### config.mk
export PLATFORM = sky130hd
export DESIGN_NAME = me_sad_row
export DESIGN_NICKNAME = d
export VERILOG_FILES = /design/src/rtl/me_pkg.sv /design/src/rtl/me_sad_pe.sv /design/src/rtl/me_sad_row.sv
export SDC_FILE = /design/constraint.sdc
export NUM_CORES = 1
export LEC_CHECK = 0
export ABC_AREA = 1
export BUFFER_PORTS_ARGS = -buffer_cell sky130_fd_sc_hd__buf_2
export CORE_MARGIN = 3
export CORE_UTILIZATION = 45
export DETAILED_ROUTE_END_ITERATION = 7
export GPL_ROUTABILITY_DRIVEN = 0
export MAX_ROUTING_LAYER = met4
export PLACE_DENSITY_LB_ADDON = 0.3
export SLEW_MARGIN = 20
export SYNTH_ARGS = -nofsm -noshare
export SYNTH_HDL_FRONTEND = slang
export SYNTH_SLANG_ARGS = --single-unit
### constraint.sdc
create_clock -name clk -period 6.1 [get_ports clk]
set_clock_uncertainty 0.05 [all_clocks]
set_input_delay 1.22 -clock clk [delete_from_list [all_inputs] [get_ports clk]]
set_output_delay 1.22 -clock clk [all_outputs]
set_load 0.03 [all_outputs]
### src/rtl/me_pkg.sv
// Shared ME datapath package: FSM state encoding, default pixel geometry,
// and width helpers common to the SAD row and the search-window controller.
package me_pkg;

    typedef logic [2:0] me_state_t;

    localparam me_state_t ST_IDLE  = 3'd0;
    localparam me_state_t ST_ACCUM = 3'd1;
    localparam me_state_t ST_DRAIN = 3'd2;
    localparam me_state_t ST_CMP   = 3'd3;
    localparam me_state_t ST_OUT   = 3'd4;

    localparam int ME_PIX_W   = 8;
    localparam int ME_PIX_CNT = 64;

    // Worst case block SAD is PIX_CNT*(2^PIX_W-1), which fits in ACC_W bits.
    function automatic int me_acc_w(input int pix_w, input int pix_cnt);
        return pix_w + $clog2(pix_cnt);
    endfunction

    function automatic int me_idx_w(input int ncand);
        return (ncand > 1) ? $clog2(ncand) : 1;
    endfunction

endpackage

### src/rtl/me_sad_pe.sv
// One SAD lane: subtract, abs and accumulate stages, advanced only by
// valid tokens; clr zeroes the accumulator at the start of a block.
module me_sad_pe #(
    parameter int PIX_W = 8,
    parameter int ACC_W = 14
) (
    input  logic             clk,
    input  logic             reset,
    input  logic             in_vld,
    input  logic             clr,
    input  logic [PIX_W-1:0] cur_pix,
    input  logic [PIX_W-1:0] ref_pix,
    output logic [ACC_W-1:0] acc
);

    localparam int STAGES = 2;

    logic [STAGES:0] vld_pipe;
    logic [STAGES:1] vld_q;
    logic [PIX_W:0]  diff_q;
    logic [PIX_W-1:0] abs_n;
    logic [PIX_W-1:0] abs_q;

    assign vld_pipe = {vld_q, in_vld};

    // diff_q is a PIX_W+1 bit two's complement value; its magnitude fits PIX_W.
    assign abs_n = diff_q[PIX_W] ? PIX_W'(~diff_q + {{PIX_W{1'b0}}, 1'b1})
                                 : diff_q[PIX_W-1:0];

    always_ff @(posedge clk) begin
        if (reset) begin
            vld_q  <= '0;
            diff_q <= '0;
            abs_q  <= '0;
            acc    <= '0;
        end else begin
            vld_q <= vld_pipe[STAGES-1:0];
            if (vld_pipe[0])
                diff_q <= {1'b0, cur_pix} - {1'b0, ref_pix};
            if (vld_pipe[1])
                abs_q <= abs_n;
            if (clr)
                acc <= '0;
            else if (vld_pipe[2])
                acc <= acc + ACC_W'(abs_q);
        end
    end

endmodule

### src/rtl/me_sad_row.sv
// Motion-estimation SAD row: NCAND lanes accumulate block SADs, then a serial
// min search emits (sad, idx, tag). Optional ME_THRESH_EN adds thresh/below_thresh.
module me_sad_row
    import me_pkg::*;
#(
    parameter int PIX_W   = ME_PIX_W,
    parameter int NCAND   = 8,
    parameter int PIX_CNT = ME_PIX_CNT,
    parameter int TAG_W   = 8,
    parameter int IDX_W   = me_idx_w(NCAND),
    parameter int ACC_W   = me_acc_w(PIX_W, PIX_CNT)
) (
    input  logic                   clk,
    input  logic                   reset,
    input  logic                   in_valid,
    output logic                   in_ready,
    input  logic [PIX_W-1:0]       in_cur,
    input  logic [NCAND*PIX_W-1:0] in_ref,
    input  logic [TAG_W-1:0]       in_tag,
`ifdef ME_THRESH_EN
    input  logic [ACC_W-1:0]       thresh,
    output logic                   below_thresh,
`endif
    output logic                   out_valid,
    input  logic                   out_ready,
    output logic [ACC_W-1:0]       out_sad,
    output logic [IDX_W-1:0]       out_idx,
    output logic [TAG_W-1:0]       out_tag
);

    localparam int CNT_W = $clog2(PIX_CNT + 1);
    localparam int CW    = $clog2(NCAND + 1);

    me_state_t                   state;
    logic [CNT_W-1:0]            cnt;
    logic                        drn;
    logic [CW-1:0]               cmp_cnt;
    logic [TAG_W-1:0]            tag_q;
    logic [NCAND-1:0][ACC_W-1:0] acc;
    logic [ACC_W-1:0]            sel_n;
    logic [ACC_W-1:0]            sel_sad;
    logic [IDX_W-1:0]            sel_idx;
    logic [ACC_W-1:0]            best_sad;
    logic [IDX_W-1:0]            best_idx;
    logic                        beat;
    logic                        blk_start;
    logic                        take;

    assign in_ready  = (state == ST_IDLE) || (state == ST_ACCUM);
    assign beat      = in_valid && in_ready;
    assign blk_start = beat && (state == ST_IDLE);
    assign out_valid = (state == ST_OUT);
    assign out_sad   = best_sad;
    assign out_idx   = best_idx;
    assign out_tag   = tag_q;

    for (genvar k = 0; k < NCAND; k++) begin : g_pe
        me_sad_pe #(
            .PIX_W (PIX_W),
            .ACC_W (ACC_W)
        ) u_pe (
            .clk     (clk),
            .reset   (reset),
            .in_vld  (beat),
            .clr     (blk_start),
            .cur_pix (in_cur),
            .ref_pix (in_ref[k*PIX_W +: PIX_W]),
            .acc     (acc[k])
        );
    end

    // The lane mux is registered so the NCAND:1 select and the compare sit in
    // separate cycles; lane k is selected in CMP cycle k, compared in k+1.
    always_comb begin
        sel_n = '0;
        for (int k = 0; k < NCAND; k++)
            if (cmp_cnt == CW'(k))
                sel_n = acc[k];
    end

    // Lane 0 seeds the minimum; strict less-than keeps the lowest index on ties.
    assign take = (state == ST_CMP) && (cmp_cnt != '0) &&
                  ((sel_idx == '0) || (sel_sad < best_sad));

`ifdef ME_THRESH_EN
    logic [ACC_W-1:0] thr_q;
    logic             below_q;

    assign below_thresh = below_q;

    always_ff @(posedge clk) begin
        if (reset) begin
            thr_q   <= '0;
            below_q <= 1'b0;
        end else begin
            if (blk_start)
                thr_q <= thresh;
            if (take)
                below_q <= (sel_sad <= thr_q);
        end
    end
`endif

    always_ff @(posedge clk) begin
        if (reset) begin
            state    <= ST_IDLE;
            cnt      <= '0;
            drn      <= 1'b0;
            cmp_cnt  <= '0;
            tag_q    <= '0;
            sel_sad  <= '0;
            sel_idx  <= '0;
            best_sad <= '0;
            best_idx <= '0;
        end else begin
            if (take) begin
                best_sad <= sel_sad;
                best_idx <= sel_idx;
            end
            case (state)
                ST_IDLE: begin
                    if (beat) begin
                        cnt   <= CNT_W'(1);
                        tag_q <= in_tag;
                        state <= ST_ACCUM;
                    end
                end
                ST_ACCUM: begin
                    if (beat) begin
                        cnt <= cnt + CNT_W'(1);
                        if (cnt == CNT_W'(PIX_CNT - 1)) begin
                            drn   <= 1'b0;
                            state <= ST_DRAIN;
                        end
                    end
                end
                ST_DRAIN: begin
                    drn <= 1'b1;
                    if (drn) begin
                        cmp_cnt <= '0;
                        state   <= ST_CMP;
                    end
                end
                ST_CMP: begin
                    cmp_cnt <= cmp_cnt + CW'(1);
                    sel_sad <= sel_n;
                    sel_idx <= IDX_W'(cmp_cnt);
                    if (cmp_cnt == CW'(NCAND))
                        state <= ST_OUT;
                end
                ST_OUT: begin
                    if (out_ready)
                        state <= ST_IDLE;
                end
                default: state <= ST_IDLE;
            endcase
        end
    end

endmodule

==> results.json <==
{
  "fin_nets": 3280,
  "synth.mux.area_fraction_pct": 0,
  "ys_seq_area_share_pct": 30.3,
  "grt.busiest_layer": "met2",
  "yosysWarnings": 0,
  "slew_headroom_pct": 30.6,
  "crit_path_start_kind": "primary input",
  "finalCritPeriodShare_pct": 48.3,
  "syn_nets": 3239,
  "fin_ws_ns": 3.16,
  "vias": 18800,
  "ys_ff_latch": 307,
  "drt_wl_total_um": 51400,
  "synthCells": 2985,
  "cp_data_arrival_time_ns": 3.31,
  "seq_power_share_pct": 39.4,
  "num_rows": 77,
  "hold_buffers": 0,
  "drv_slew": 0,
  "rsz0062_at_grt": "no",
  "wl_per_cell_um": 14.1,
  "io_buffers": 110,
  "layout.cells.most_common_list": "624 x nand2_1, 417 x inv_1, 338 x a21oi_1, 305 x dfxtp_1, 204 x nor2_1",
  "drive_gt1_share_pct": 8.46,
  "irDropWorstVdd_uv": 171,
  "power_density_nw_per_um2": 297,
  "grt_pass1_vias": 16800,
  "clk_pin_slew_ns": 0.06,
  "async_flop_share_pct": 0,
  "cts_resized": 0,
  "syn_to_final_growth_pct": 9.91,
  "use_met3_pct": 2.34,
  "numCtsBuffers": 34,
  "place_inst": 3582,
  "vias_per_cell": 5.17,
  "utilization_pct": 50.2,
  "num_io_pins": 111,
  "start_util_pct": 45.7,
  "drtIter0Drc": 1614,
  "hold_viol": 0,
  "drv_cap": 0,
  "cp_max_fo": 10,
  "grt_first_pass_wirelength_um": 84000,
  "status": "finished, final reports clean",
  "grtUsageMet2_pct": 32.6,
  "final_common_cell": "nand2_1",
  "synth_top_family_by_area": "simple AND/OR/NAND/NOR gates",
  "end_kind": "flop",
  "setup_tns_ns": 0,
  "switchingPower_uw": 2350,
  "antenna_cells": 0,
  "h-tree-depth": 2,
  "finalWorstPathRequiredPeriod_ns": 2.94,
  "fillers": 4364,
  "synth-xor-area-share_pct": 5.19,
  "coreArea_um2": 44300,
  "leakagePower_uw": 0.0108,
  "route.detailed.drc": 0,
  "hold_path_class": "reg -> reg",
  "dieWidth_um": 218,
  "internal_power_uw": 4280,
  "synthAdderAreaFrac_pct": 11.1,
  "post_cts_buffers": 0,
  "pre_cts_slack_ns": 2.61,
  "critical_path_class": "in -> reg",
  "instances_no_fill": 3642,
  "p_total_uw": 6620,
  "cts_buffer_depth": 3,
  "synth_compound_area_share_pct": 17.8,
  "setup_viol": 0,
  "syn_area_um2": 20300,
  "numClockSinks": 307,
  "switching_share_pct": 35.4,
  "syn-mean-instance-area_um2": 6.79,
  "grt_overflow": 0,
  "cts-root-buf": "clkbuf_16",
  "tightest_slew_ns": 1.04,
  "cts_tree": "yes",
  "dp_hpwl_um": 37600,
  "die_h_um": 218,
  "grt_usage_pct": 21.7,
  "synthSimpleGateAreaFrac_pct": 24.7,
  "synth-main-ff-cell": "dfxtp_1",
  "fmax_ghz": 0.340,
  "insertion_delay_ns": 0.52,
  "synth_edf_count": 0,
  "dieArea_um2": 47600,
  "combPwrFrac_pct": 28.6,
  "pwr-share-clk_pct": 32.0,
  "grt_max_degree": 135,
  "postRouteAntennaNets": 0,
  "drtPass1Iterations": 6,
  "yosys.cell_types.count": 50,
  "worstPathRequired_ns": 6.46,
  "antenna_found_initial": 0,
  "grt_util_met1_pct": 31.0
}
-- final timing paths --
check,depth (start not counted),slack [ns],to,startpoint
worst max-delay path,11,3.16,g_pe[1].u_pe.diff_q[6],in_cur[1]
worst max register to register,9,3.29,sel_sad[1],cmp_cnt[2]
worst min register to register,2,0.39,out_tag[6],out_tag[6]
worst min-delay path,2,0.39,out_tag[6],out_tag[6]
-- power groups by stage --
stage	Sequential (uW)	Combinational (uW)	Clock, uW
6_report	2610	1900	2120
5_1_grt	2650	2160	2240
4_1_cts	2600	1890	2170
3_5_place_dp	2650	1880	0
3_3_place_gp	2640	1820	0
2_1_floorplan	2570	1490	0
-- Yosys cell counts, types with 3 or more instances --
cell / count / share of area [%]
dfxtp_1: 307 / 30
nand3_1: 197 / 4.9
a21o_1: 22 / 0.82
nor4_1: 4 / 0.12
nand2b_1: 8 / 0.25
a221oi_1: 7 / 0.30
a21boi_0: 5 / 0.19
buf_2: 36 / 0.89
o21ai_0: 186 / 4.6
buf_6: 3 / 0.17
o21ai_2: 3 / 0.13
a21oi_1: 338 / 8.4
a211oi_1: 10 / 0.37
nand4_1: 31 / 0.96
xnor2_1: 22 / 0.95
xor2_1: 98 / 4.2
clkbuf_1: 49 / 0.91
o211ai_1: 18 / 0.67
buf_4: 9 / 0.33
fa_1: 16 / 1.6
nand3_2: 3 / 0.15
nor3_1: 47 / 1.2
nor2_1: 204 / 3.8
a21oi_2: 7 / 0.30
nor2_4: 3 / 0.17
nand2_2: 4 / 0.12
ha_1: 154 / 9.5
nand3b_1: 19 / 0.70
a31oi_1: 8 / 0.25
buf_1: 16 / 0.30
inv_1: 417 / 7.7
nand2_1: 624 / 12
or2_2: 22 / 0.68
clkinv_1: 3 / 0.056
inv_2: 27 / 0.50
a211oi_2: 8 / 0.49
o21ai_1: 34 / 0.84
-- worst max-delay path, stage by stage --
cell	delay [ns]
buf_2	0.27
inv_1	0.34
fa_1	0.55
o21ai_0	0.36
nand2_1	0.11
nand2_1	0.07
nand2_1	0.06
nand3_1	0.07
nand3_1	0.08
o211ai_1	0.12
inv_1	0.05
-- per-layer routing --
| metal | wire length (um) | up-vias |
|---|---|---|
| met5 | 0 | - |
| met4 | 1220 | 0 |
| met3 | 2390 | 83 |
| met2 | 22000 | 463 |
| met1 | 25800 | 8463 |
| li1 | - | 9822 |
-- layout make-up --
type                       count  area (um2)  share of cell area (%)
clock buffer                  50        1020                    4.59
tap                          592         741                    3.33
multi-input combinational   2118       11900                    53.5
timing repair buffer         118         627                    2.82
inverter                     447        1680                    7.54
clock inverter                10         135                   0.607
sequential                   307        6150                    27.6
-- state kept, by name, indices dropped and copies added (netlist names) --
register,flops
g_pe.u_pe.acc,112
out_sad,14
g_pe.u_pe.vld_q,2
drn,1
sel_sad,14
sel_idx,3
state,3
g_pe.u_pe.abs_q,64
g_pe.u_pe.diff_q,72
out_tag,8
out_idx,3
cmp_cnt,4
cnt,7
-- metrics by stage --
stage	cell area, um2	hold slack (ns)
floorplan	20300	0.394
global placement	21100	0.382
detailed placement	21100	0.390
CTS	22300	0.398
global route	22300	0.412
finish	22300	0.391
-- kinds of logic (layout without fill, tap and decap cells) --
group | Yosys count | after routing
xor gates and xnor gates | 120 | 120
DFF | 307 | 307
buffers and inverters | 560 | 625
adders and majority gates | 170 | 170
AOI/OAI and AO/OA | 658 | 658
and+or+nand+nor | 1170 | 1170
Note: power is estimated with default switching activity, not from simulation.
